==> src/rtl/fifo_pkg.sv <==
// fifo_pkg: shared sizes and typedefs for the synchronous FIFO controller.
package fifo_pkg;
  localparam int DATASIZE = 8;
  localparam int ADDRSIZE = 4;
  localparam int DEPTH = 1 << ADDRSIZE;
  typedef logic [ADDRSIZE-1:0] addr_t;
  typedef logic [ADDRSIZE:0] ptr_t;
  typedef logic [DATASIZE-1:0] data_t;
endpackage

==> src/rtl/fifo_ptr.sv <==
// fifo_ptr: wrap-bit pointer that increments on enable, sync active-high reset.
module fifo_ptr #(
  parameter int W = fifo_pkg::ADDRSIZE + 1
) (
  input  logic         clk,
  input  logic         rst,
  input  logic         en_i,
  output logic [W-1:0] ptr_o
);
  logic [W-1:0] ptr_q, ptr_d;
  always_comb ptr_d = en_i ? ptr_q + 1'b1 : ptr_q;
  always_ff @(posedge clk)
    if (rst) ptr_q <= '0;
    else ptr_q <= ptr_d;
  assign ptr_o = ptr_q;
endmodule

==> src/rtl/sync_fifo_ctrl.sv <==
// sync_fifo_ctrl: single-clock pointer/flag controller for fifomem.
// Define FIFO_ERR_FLAGS_EN to add sticky overflow/underflow outputs.
module sync_fifo_ctrl
  import fifo_pkg::*;
#(
  parameter int ADDRSIZE = fifo_pkg::ADDRSIZE,
  parameter int AF_LEVEL = (1 << ADDRSIZE) - 2,
  parameter int AE_LEVEL = 2
) (
  input  logic                clk,
  input  logic                rst,
  input  logic                wr_en,
  input  logic                rd_en,
  output logic [ADDRSIZE-1:0] waddr,
  output logic [ADDRSIZE-1:0] raddr,
  output logic                wclken,
  output logic                wfull,
  output logic                full,
  output logic                empty,
  output logic                almost_full,
  output logic                almost_empty,
  output logic [ADDRSIZE:0]   count
`ifdef FIFO_ERR_FLAGS_EN
  ,
  output logic                overflow,
  output logic                underflow
`endif
);
  localparam logic [31:0] AF32 = AF_LEVEL;
  localparam logic [31:0] AE32 = AE_LEVEL;
  localparam logic [ADDRSIZE:0] AF = AF32[ADDRSIZE:0];
  localparam logic [ADDRSIZE:0] AE = AE32[ADDRSIZE:0];
  logic [ADDRSIZE:0] wptr, rptr;
  logic wr_acc, rd_acc;
  assign wr_acc = wr_en & ~full;
  assign rd_acc = rd_en & ~empty;
  fifo_ptr #(.W(ADDRSIZE + 1)) u_wptr (.clk(clk), .rst(rst), .en_i(wr_acc), .ptr_o(wptr));
  fifo_ptr #(.W(ADDRSIZE + 1)) u_rptr (.clk(clk), .rst(rst), .en_i(rd_acc), .ptr_o(rptr));
  // Flags decode registered pointers only; the MSB distinguishes full from empty.
  always_comb begin
    waddr = wptr[ADDRSIZE-1:0];
    raddr = rptr[ADDRSIZE-1:0];
    full = (wptr[ADDRSIZE] != rptr[ADDRSIZE]) && (waddr == raddr);
    empty = wptr == rptr;
    count = wptr - rptr;
    almost_full = count >= AF;
    almost_empty = count <= AE;
    wfull = full;
    wclken = wr_acc;
  end
`ifdef FIFO_ERR_FLAGS_EN
  logic ovf_q, ovf_d, unf_q, unf_d;
  always_comb begin
    ovf_d = ovf_q | (wr_en & full);
    unf_d = unf_q | (rd_en & empty);
  end
  always_ff @(posedge clk)
    if (rst) begin
      ovf_q <= 1'b0;
      unf_q <= 1'b0;
    end else begin
      ovf_q <= ovf_d;
      unf_q <= unf_d;
    end
  assign overflow = ovf_q;
  assign underflow = unf_q;
`endif
endmodule

==> config.mk <==
export PLATFORM = sky130hd
export DESIGN_NAME = sync_fifo_ctrl
export DESIGN_NICKNAME = d
export VERILOG_FILES = /design/src/rtl/fifo_pkg.sv /design/src/rtl/fifo_ptr.sv /design/src/rtl/sync_fifo_ctrl.sv
export SDC_FILE = /design/constraint.sdc
export NUM_CORES = 1
export LEC_CHECK = 0
export CAP_MARGIN = 5
export CORE_MARGIN = 3
export CORE_UTILIZATION = 43
export CTS_CLUSTER_DIAMETER = 50
export DETAILED_ROUTE_END_ITERATION = 10
export GPL_TIMING_DRIVEN = 0
export PLACE_DENSITY_LB_ADDON = 0.05
export SLEW_MARGIN = 20
export SYNTH_ARGS = -nofsm -noshare
export SYNTH_HDL_FRONTEND = slang
export SYNTH_SLANG_ARGS = --single-unit
export TNS_END_PERCENT = 20
==> constraint.sdc <==
create_clock -name clk -period 2.8 [get_ports clk]
set_input_delay 0.7 -clock clk [delete_from_list [all_inputs] [get_ports clk]]
set_output_delay 0.7 -clock clk [all_outputs]
set_load 0.05 [all_outputs]
# --- Yosys cells after proc, flatten, opt, wreduce, memory -nomap -nowiden ---
# Cells that the tools add are included.
word_totals:
  register_bits: 10
  latch_bits: 0
  ram_bits: 0
  romBits: 0
  in_bits: 4
  out_inout_bits: 19
  word_cells: 15
  n_memories: 0
op_classes:
  add_sub_neg: 3
  mul: 0
  div_mod_pow: 0
  n_lt_le_gt_ge: 2
  n_eq_ne: 3
  n_shift: 0
  muxes: 0
  bitwise: 4
  reduce_logical: 1
ops:
  columns: ["operator", "count"]
  rows:
  - ["adder 5 x 1 -> 5 bit, second input constant", 2]
  - ["== test 5 bit", 1]
  - ["greater-or-equal comparator 5 x 4 -> 1 bit, second input constant", 1]
  - ["less-or-equal comparator 5 x 2 -> 1 bit, second input constant", 1]
  - ["subtractor 5 bit", 1]
  - ["== test 4 bit", 1]
  - ["AND 1 bit", 2]
  - ["inverter 1 bit", 2]
  - ["logical AND 1 bit", 1]
  - ["inequality test 1 bit", 1]

# --- Logic depth before layout (Yosys ltp) ---
# Gate-level depths: netlist (run 1).
logic_depth:
  ltp_word: 4
  ltp_mapped: 8
  mapped_depth_nobuf: 8

# --- Cells and area by module ---
# Synthesis (run 1) repeated with hierarchy kept, for this count alone.
hier_totals:
  cells_unflattened: 77
  hier_area_um2: 735.7
by_module_without_submodules:
  columns: ["mod", "instances", "cells_each", "area_per_inst_um2", "seq_area_each_um2"]
  rows:
  - ["fifo_ptr", 2, 22, 247.7, 100.1]
  - ["sync_fifo_ctrl", 1, 33, 240.2, 0.0]

# --- Worst setup path after synthesis (run 1) ---
# OpenSTA, ideal clock, no wires.
synth_timing:
  kind: "register to output"
  start: "reg u_rptr.ptr_q[0] (netlist: u_rptr.ptr_o[0])"
  end: "out almost_empty"
  arrival_ps: 3507
  t_required_ps: 2100
  slack_ps: -1407
  path_stages_with_launch: 8
  n_path_buf: 0
  path_cell_list: "dfxtp_1 > ha_1 > inv_1 > fa_1 > a21o_1 > a21oi_1 > xnor2_1 > a2111oi_1"
synth_via:
  elab_chain_len: 2
synth_lines:
  columns: ["element", "line_no", "source"]
  rows:
  - ["from (decl)", "fifo_ptr.sv:10", "logic [W-1:0] ptr_q, ptr_d;"]
  - ["from (signal assigned)", "fifo_ptr.sv:14", "else ptr_q <= ptr_d;"]
  - ["subtractor 5 bit", "sync_fifo_ctrl.sv:45", "count = wptr - rptr;"]
  - ["net count[4]", "sync_fifo_ctrl.sv:22", "output logic [ADDRSIZE:0] count"]
  - ["less-or-equal comparator 5 x 2 -> 1 bit", "sync_fifo_ctrl.sv:47", "almost_empty = count <= AE;"]
  - ["to (decl)", "sync_fifo_ctrl.sv:21", "output logic almost_empty,"]
# The timed path passes the listed nets, and every way through them passes these cells.

# --- Worst setup path after layout (run 1) ---
layout_timing:
  start: "reg u_wptr.ptr_q[0] (netlist: u_wptr.ptr_o[0])"
  end: "out almost_empty"
layout_via:
  elab_chain_len: 2
layout_lines:
  columns: ["element", "line_no"]
  rows:
  - ["from (decl)", "fifo_ptr.sv:10"]
  - ["from (signal assigned)", "fifo_ptr.sv:14"]
  - ["subtractor 5 bit", "sync_fifo_ctrl.sv:45"]
  - ["less-or-equal comparator 5 x 2 -> 1 bit", "sync_fifo_ctrl.sv:47"]
# No other way between the ends.

==> impl_metrics.env, run 1 <==
export IMPL_status="finished with violations"
export IMPL_violations="setup timing"
export IMPL_wirelength_um=1650
export IMPL_placed_cells=118
export IMPL_area_growth_pct=59.4
export IMPL_ys_types=25
export IMPL_firstDrtPassIters=4
export IMPL_netlist_area_um2=718
export IMPL_rsz0062_at_grt="true"
export IMPL_grt_pass1_vias=600
export IMPL_yosys_area_top_type="dfxtp_1"
export IMPL_dieHeight_um=46.9
export IMPL_period_share=1.01
export IMPL_power_frac_comb=0.658
export IMPL_antenna_found_initial=0
export IMPL_p_leak_uw=0.000481
export IMPL_p_int_uw=460
export IMPL_core_um2=1540
export IMPL_synthCells=81
export IMPL_path_max_fanout=3
export IMPL_viasPerCell=5.20
export IMPL_grtUsageTotal=0.175
export IMPL_path_clk_slew_ps=70
export IMPL_clock_latency_ps=280
export IMPL_yosysTopAreaCellShare=0.279
export IMPL_cts_tree="yes"
export IMPL_min_period_ps=2830
export IMPL_num_antenna_cells=0
export IMPL_crit_path_start_kind="flop"
export IMPL_met2_length_um=883
export IMPL_timing_critical_path_buf_inv=3
export IMPL_drt_iter0_drc=19
export IMPL_fin_ws_ps=-27.9
export IMPL_start_util=0.466
export IMPL_cts_hold_buf=0
export IMPL_p_clk_frac=0.155
export IMPL_rr_worst_depth=6
export IMPL_io_buffers=21
export IMPL_row_count=14
export IMPL_fin_skew_ps=1.72
export IMPL_final_area_um2=1140
export IMPL_drc=0
export IMPL_switchingPower_uw=445
export IMPL_async_flop_share=0
export IMPL_wl_met3_um=72
export IMPL_power_frac_seq=0.187
export IMPL_gp_congestion=0.753
export IMPL_crit_chain="inv_2, ha_4, inv_4, fa_2, a21o_1, a21oi_4, xnor2_4, a2111oi_4, buf_6"
export IMPL_yosys_warnings=0
export IMPL_end_kind="output port"
export IMPL_hold_class="reg2reg"
export IMPL_ys_seq_area_frac=0.279
export IMPL_min_path_cells=2
export IMPL_slew_headroom=0.666
export IMPL_drive_gt1_frac=0.394
export IMPL_drt_met1_wl_um=670
export IMPL_syn_nets=92
export IMPL_cp_required_ps=2100
export IMPL_placed_area_um2=1050
export IMPL_cts_made_buffers=3
export IMPL_die_x_um=46.9
export IMPL_ios=23
export IMPL_dpl_worst_slack_ps=-478
export IMPL_cp_top_family="compound AO/OA/AOI/OAI gates"
export IMPL_clockBufferDepth=2
export IMPL_critPathKind="reg2out"
export IMPL_maxUsedRoutingLayer="met4"
export IMPL_ir_drop_mv=0.508
export IMPL_cts_root_buffer="clkbuf_4"
export IMPL_netSwitchingFraction=0.492
export IMPL_setup_violations_final=1
export IMPL_die_area_um2=2200
export IMPL_max_stage_delay_ps=340
export IMPL_synth_flop_cell="dfxtp_1"
export IMPL_tightest_slew_ps=499
export IMPL_drv_slew=0
export IMPL_synth_edff_count=0
export IMPL_grt_max_degree=11
export IMPL_via_count=650
export IMPL_cts_sinks=10
export IMPL_cp_slowest_cell="fa_2"
export IMPL_crit_arrival_ps=2130
export IMPL_routedWlPerCell_um=13.2
export IMPL_htreeDepth=1
export IMPL_ant_nets=0
export IMPL_final_cells=125
export IMPL_setup_tns_ps=-27.9
export IMPL_synth_seq_cells=10
export IMPL_drv_cap=0
export IMPL_clock_fmax_ghz=0.354
export IMPL_power_density_nw_per_um2=790
export IMPL_hpwlAfterDp_um=1220
export IMPL_yosys_top_cells_area="dfxtp_1 (28%), ha_1 (10%), buf_4 (9.4%)"
export IMPL_grt_first_pass_wirelength_um=2640
export IMPL_cp_depth=9
export IMPL_syn_area_per_cell_um2=8.87
export IMPL_grt_overflow=0
export IMPL_finalHoldViolCount=0
export IMPL_nets=121
[cell families after synthesis]
family,count (synthesis),share of synthesized area
and+or+nand+nor,17,0.117
buffers and inverters,17,0.136
xor gates and xnor gates,11,0.155
muxes,2,0.0279
adders and majority gates,7,0.132
DFF,10,0.279
AOI/OAI and AO/OA,17,0.153
[path summary, 6_finish.rpt]
kind | slack [ps] | to | from
setup / recovery | -30 | almost_empty | u_wptr.ptr_o[0]
hold / removal | 530 | u_rptr.ptr_o[3] | u_rptr.ptr_o[3]
setup reg to reg | 890 | u_rptr.ptr_o[1] | u_rptr.ptr_o[3]
hold reg to reg | 530 | u_rptr.ptr_o[3] | u_rptr.ptr_o[3]
[power groups by stage]
stage / logic (uW) / registers [uW] / clock network [uW]
global route: 631 / 172 / 149
floorplan: 434 / 170 / 0
finish: 595 / 169 / 140
CTS: 585 / 169 / 142
global placement: 566 / 173 / 0
detailed placement: 574 / 174 / 0
[synth_stat cells (2+ instances only)]
| cell type | number |
|---|---|
| mux2i_1 | 2 |
| and3_1 | 2 |
| a21oi_1 | 3 |
| xnor2_1 | 4 |
| xor2_1 | 5 |
| o21ai_0 | 3 |
| inv_1 | 7 |
| o211ai_1 | 4 |
| or3_1 | 2 |
| a21o_1 | 2 |
| buf_4 | 9 |
| nor2_1 | 10 |
| o21ai_1 | 2 |
| ha_1 | 6 |
| dfxtp_1 | 10 |
[flip-flops by register name, indices dropped and copies added, names as in the netlist]
name	cells
u_wptr.ptr_o	5
u_rptr.ptr_o	5
[worst min-delay path: cells and delay by family (launching register included)]
kind / cells / cell delay, ps
flops: 1 / 350
compound gates: 2 / 140
[per-layer routing]
| metal | up-vias | track usage |
|---|---|---|
| met5 | - | 0 |
| met4 | 0 | 0.0663 |
| met3 | 2 | 0.0575 |
| met2 | 15 | 0.306 |
| met1 | 313 | 0.195 |
| li1 | 320 | - |
[layout make-up]
class                           count  area, um2
Buffer                             10       71.3
Inverter                            7       28.8
Tap cell                           16       20.0
Clock buffer                        4       36.3
Multi-Input combinational cell     54        559
Timing Repair Buffer               24        224
Fill cell                         125        397
Sequential cell                    10        205
[cell usage in the layout, fill, tap and decap left out, drive strengths merged, types with 2 or more instances in the layout]
master / count
dlygate4sd2: 2
nor2: 10
buf: 17
dfxtp: 10
xnor2: 5
o21ai: 5
and3: 2
a21o: 2
clkdlybuf4s50: 11
inv: 7
or3: 2
clkdlybuf4s15: 3
mux2i: 2
ha: 6
xor2: 6
o211ai: 4
clkbuf: 5
a21oi: 3
[per-stage QoR]
step	util	hold WS (ps)	power [uW]
floorplan	-	480	604
global placement	0.680	511	739
detailed placement	0.680	521	747
CTS	0.730	532	896
global route	0.743	561	952
finish	0.743	529	905
[what timing repair did]
action | CTS | global route
resized for setup | 37 | 6
endpoints found under the setup margin | 10 | 7
pin swaps | 5 | 1
gates cloned | 0 | 0
setup buffers | 3 | 0
(Power assumes the default switching activity.)
==> run 2, diff against run 1 <==
- SETUP_SLACK_MARGIN: unset -> 0.1
==> impl_metrics.env, run 2 (synthesis gave the netlist of run 1 again) <==
export IMPL_drive_gt1_frac=0.414
export IMPL_cts_hold_buf=0
export IMPL_ant_nets=0
export IMPL_fill_cells=125
export IMPL_final_area_um2=1140
export IMPL_grt_overflow=0
export IMPL_crit_chain="inv_2, ha_4, inv_4, fa_2, a21o_1, a21oi_4, xnor2_4, a2111oi_4, buf_6"
export IMPL_firstDrtPassIters=4
export IMPL_clockBufferDepth=2
export IMPL_drv_slew=0
export IMPL_placed_area_um2=1050
export IMPL_die_area_um2=2200
export IMPL_min_path_cells=2
export IMPL_rsz0062_at_grt="true"
export IMPL_max_stage_delay_ps=330
export IMPL_viasPerCell=5.18
export IMPL_dpl_worst_slack_ps=-478
export IMPL_grt_max_degree=11
export IMPL_cp_required_ps=2100
export IMPL_die_x_um=46.9
export IMPL_p_leak_uw=0.000490
export IMPL_path_clk_slew_ps=70
export IMPL_multi_input_area_um2=552
export IMPL_gp_congestion=0.753
export IMPL_drc=0
export IMPL_grt_first_pass_wirelength_um=2720
export IMPL_grt_pass1_vias=614
export IMPL_htreeDepth=1
export IMPL_crit_arrival_ps=2100
export IMPL_status="complete, no violations"
export IMPL_dieHeight_um=46.9
export IMPL_cts_made_buffers=3
export IMPL_ir_drop_mv=0.461
export IMPL_setup_tns_ps=0
export IMPL_finalHoldViolCount=0
export IMPL_drt_iter0_drc=12
export IMPL_slew_headroom=0.668
export IMPL_hpwlAfterDp_um=1220
export IMPL_cts_tree="yes"
export IMPL_routedWlPerCell_um=13.4
export IMPL_core_um2=1540
export IMPL_nets=123
export IMPL_clock_fmax_ghz=0.357
export IMPL_cts_root_buffer="clkbuf_4"
export IMPL_min_period_ps=2800
export IMPL_cts_sinks=10
export IMPL_row_count=14
export IMPL_clock_latency_ps=280
export IMPL_crit_path_start_kind="flop"
export IMPL_path_max_fanout=3
export IMPL_power_density_nw_per_um2=806
export IMPL_via_count=658
export IMPL_critPathKind="reg2out"
export IMPL_cp_slowest_cell="dfxtp_2"
export IMPL_grtUsageTotal=0.178
export IMPL_end_kind="output port"
export IMPL_drv_cap=0
export IMPL_wirelength_um=1700
export IMPL_area_growth_pct=58.9
export IMPL_most_common_layout_cells="buf_4 (15), clkdlybuf4s50_1 (11), nor2_1 (10)"
export IMPL_antenna_found_initial=0
export IMPL_tightest_slew_ps=497
export IMPL_setup_violations_final=0
export IMPL_ios=23
export IMPL_fin_skew_ps=0.782
export IMPL_seqCellArea_um2=205
export IMPL_start_util=0.466
export IMPL_fin_ws_ps=0.235
export IMPL_period_share=1.00
export IMPL_io_buffers=21
export IMPL_num_antenna_cells=0
export IMPL_final_common_cell="buf_4"
export IMPL_hold_slack_ps=530
export IMPL_hold_class="reg2reg"
export IMPL_rr_worst_depth=6
## run 2: final timing paths
check | start | endpoint | slack, ps
setup / recovery | u_wptr.ptr_o[0] | almost_empty | 0.2
hold / removal | u_rptr.ptr_o[3] | u_rptr.ptr_o[3] | 530
setup reg to reg | u_rptr.ptr_o[3] | u_rptr.ptr_o[1] | 890
hold reg to reg | u_rptr.ptr_o[3] | u_rptr.ptr_o[3] | 530
## run 2: area by class of cell
cell class / instances / area share
Timing Repair Buffer: 26 / 0.200
Buffer: 10 / 0.0625
Tap cell: 16 / 0.0175
Sequential cell: 10 / 0.180
Clock buffer: 4 / 0.0318
Inverter: 7 / 0.0252
Multi-Input combinational cell: 54 / 0.484
## run 2: report_power, final
part           switching (uW)  internal [uW]  total (uW)
Combinational             378            236         615
Clock                    60.0           79.3         139
Sequential               11.3            154         165
## run 2: metrics by stage
stage / instances / util / power [uW]
after floorplan: 81 / - / 604
after global placement: 118 / 0.680 / 739
after detailed placement: 118 / 0.680 / 747
after CTS: 127 / 0.750 / 925
after global routing: 127 / 0.740 / 962
final: 127 / 0.740 / 919
## run 2: worst max-delay path, delay by kind of cell (launching register included)
family,cells,cell delay [ps]
buffers and inverters,3,310
xor gates and xnor gates,1,100
adders and majority gates,2,470
DFF,1,330
AOI/OAI and AO/OA,3,600
## run 2: per-layer routing
layer | global-route usage | wire length [um] | up-vias
li1 | - | - | 325
met1 | 0.208 | 678 | 307
met2 | 0.287 | 854 | 19
met3 | 0.0651 | 95 | 7
met4 | 0.0884 | 70 | 0
met5 | 0 | 0 | -
## run 2: repair_timing
item                       CTS  global route
setup buffers                5             0
setup endpoints to repair   10             7
resized for setup           47             7
cloned                       0             0
pin swaps                    5             1
==> run 3, diff against run 2 <==
- REMOVE_ABC_BUFFERS: unset -> 1
==> impl_metrics.env, run 3 (synthesis gave the netlist of run 1 again) <==
export IMPL_placed_cells=109
export IMPL_nets=114
export IMPL_fin_ws_ps=-22.7
export IMPL_grt_pass1_vias=595
export IMPL_start_util=0.466
export IMPL_power_frac_seq=0.194
export IMPL_cts_root_buffer="clkbuf_4"
export IMPL_firstDrtPassIters=2
export IMPL_violations="setup timing"
export IMPL_finalHoldViolCount=0
export IMPL_wirelength_um=1560
export IMPL_max_stage_delay_ps=370
export IMPL_critPathKind="reg2out"
export IMPL_cts_made_buffers=3
export IMPL_row_count=14
export IMPL_status="finished with violations"
export IMPL_p_clk_frac=0.158
export IMPL_gp_congestion=0.768
export IMPL_timing_critical_path_buf_inv=2
export IMPL_most_common_layout_cells="clkdlybuf4s50_1 (12), nor2_1 (10), dfxtp_1 (8)"
export IMPL_routedWlPerCell_um=13.2
export IMPL_crit_arrival_ps=2120
export IMPL_clockBufferDepth=2
export IMPL_rsz0062_at_grt="true"
export IMPL_clock_latency_ps=260
export IMPL_hold_start="u_rptr.ptr_o[3]"
export IMPL_final_cells=118
export IMPL_grt_max_degree=11
export IMPL_crit_path_start_kind="flop"
export IMPL_fin_skew_ps=2.56
export IMPL_p_int_uw=429
export IMPL_netSwitchingFraction=0.497
export IMPL_cp_top_family="compound AO/OA/AOI/OAI gates"
export IMPL_timing_rr_start="u_rptr.ptr_o[3]"
export IMPL_cp_required_ps=2100
export IMPL_crit_start="u_rptr.ptr_o[2]"
export IMPL_p_leak_uw=0.000435
export IMPL_drv_slew=0
export IMPL_clock_fmax_ghz=0.354
export IMPL_path_clk_slew_ps=70
export IMPL_io_buffers=22
export IMPL_num_antenna_cells=0
export IMPL_grt_first_pass_wirelength_um=2550
export IMPL_switchingPower_uw=424
export IMPL_drive_gt1_frac=0.324
export IMPL_cts_sinks=10
export IMPL_path_max_fanout=5
export IMPL_period_share=1.01
export IMPL_grt_overflow=0
export IMPL_die_area_um2=2200
export IMPL_min_period_ps=2820
export IMPL_hold_class="reg2reg"
export IMPL_power_frac_comb=0.648
export IMPL_viasPerCell=5.24
export IMPL_fill_cells=133
export IMPL_drv_cap=0
export IMPL_drc=0
export IMPL_ant_nets=0
export IMPL_crit_chain="inv_1, ha_4, a21o_1, a31oi_2, xnor2_2, a2111oi_2, buf_4"
export IMPL_cp_slowest_cell="dfxtp_1"
export IMPL_seqCellArea_um2=205
export IMPL_grtUsageTotal=0.167
export IMPL_ios=23
export IMPL_tightest_slew_ps=501
export IMPL_ir_drop_mv=0.535
export IMPL_cts_tree="yes"
export IMPL_core_um2=1540
export IMPL_hpwlAfterDp_um=1070
export IMPL_antenna_found_initial=0
export IMPL_drt_iter0_drc=1
export IMPL_die_x_um=46.9
export IMPL_end_kind="output port"
export IMPL_slew_headroom=0.665
export IMPL_htreeDepth=1
export IMPL_dieHeight_um=46.9
export IMPL_setup_violations_final=2
export IMPL_power_density_nw_per_um2=831
export IMPL_final_common_cell="clkdlybuf4s50_1"
export IMPL_multi_input_area_um2=499
export IMPL_via_count=618
export IMPL_area_growth_pct=42.9
export IMPL_power_uw=853
[run 3: path summary, 6_finish.rpt]
kind	endpoint	slack, ps	cells past startpoint
worst max-delay path	almost_empty	-20	7
worst min-delay path	u_rptr.ptr_o[3]	530	2
worst max register to register	u_rptr.ptr_o[1]	950	6
worst min register to register	u_rptr.ptr_o[3]	530	2
[run 3: per-layer routing]
layer / track usage / share of wire / up-vias
li1: - / - / 312
met1: 0.223 / 0.46 / 288
met2: 0.252 / 0.48 / 14
met3: 0.0268 / 0.039 / 4
met4: 0.0994 / 0.021 / 0
met5: 0 / 0 / -
[run 3: stage by stage]
step	hold slack (ps)	setup TNS, ps	setup WS [ps]	util	cell area (um2)
after floorplan	529	-4010	-1800	-	647
after CTS	534	-91.7	-78.5	0.657	1010
after detailed placement	522	-1600	-562	0.575	887
after global placement	512	-1590	-572	0.575	887
final	526	-22.9	-22.7	0.666	1030
after global routing	563	-293	-119	0.666	1030
[run 3: timing repair]
action	4_1_cts	5_1_grt
hold buffers	0	0
setup buffers	5	0
pin swaps	6	1
resized for setup	49	13
endpoints found under the setup margin	10	8
[run 3: worst register-to-register path: stages, from the launching register on]
cell and delay [ps]:
dfxtp_1 390, inv_1 60, ha_1 410, nand4_4 210, o21ai_0 380, mux2i_1 240, nor2_1 50
[run 3: power groups by stage]
stage / Combinational (uW) / Clock [uW] / Sequential, uW
after global routing: 585 / 145 / 168
after floorplan: 309 / 0 / 198
after detailed placement: 479 / 0 / 169
after CTS: 522 / 141 / 166
final: 552 / 135 / 165
after global placement: 477 / 0 / 169
[run 3: cell type report]
type	count	share of cell area
Multi-Input combinational cell	54	0.487
Inverter	7	0.0256
Tap cell	16	0.0195
Clock buffer	4	0.0354
Timing Repair Buffer	27	0.233
Sequential cell	10	0.200
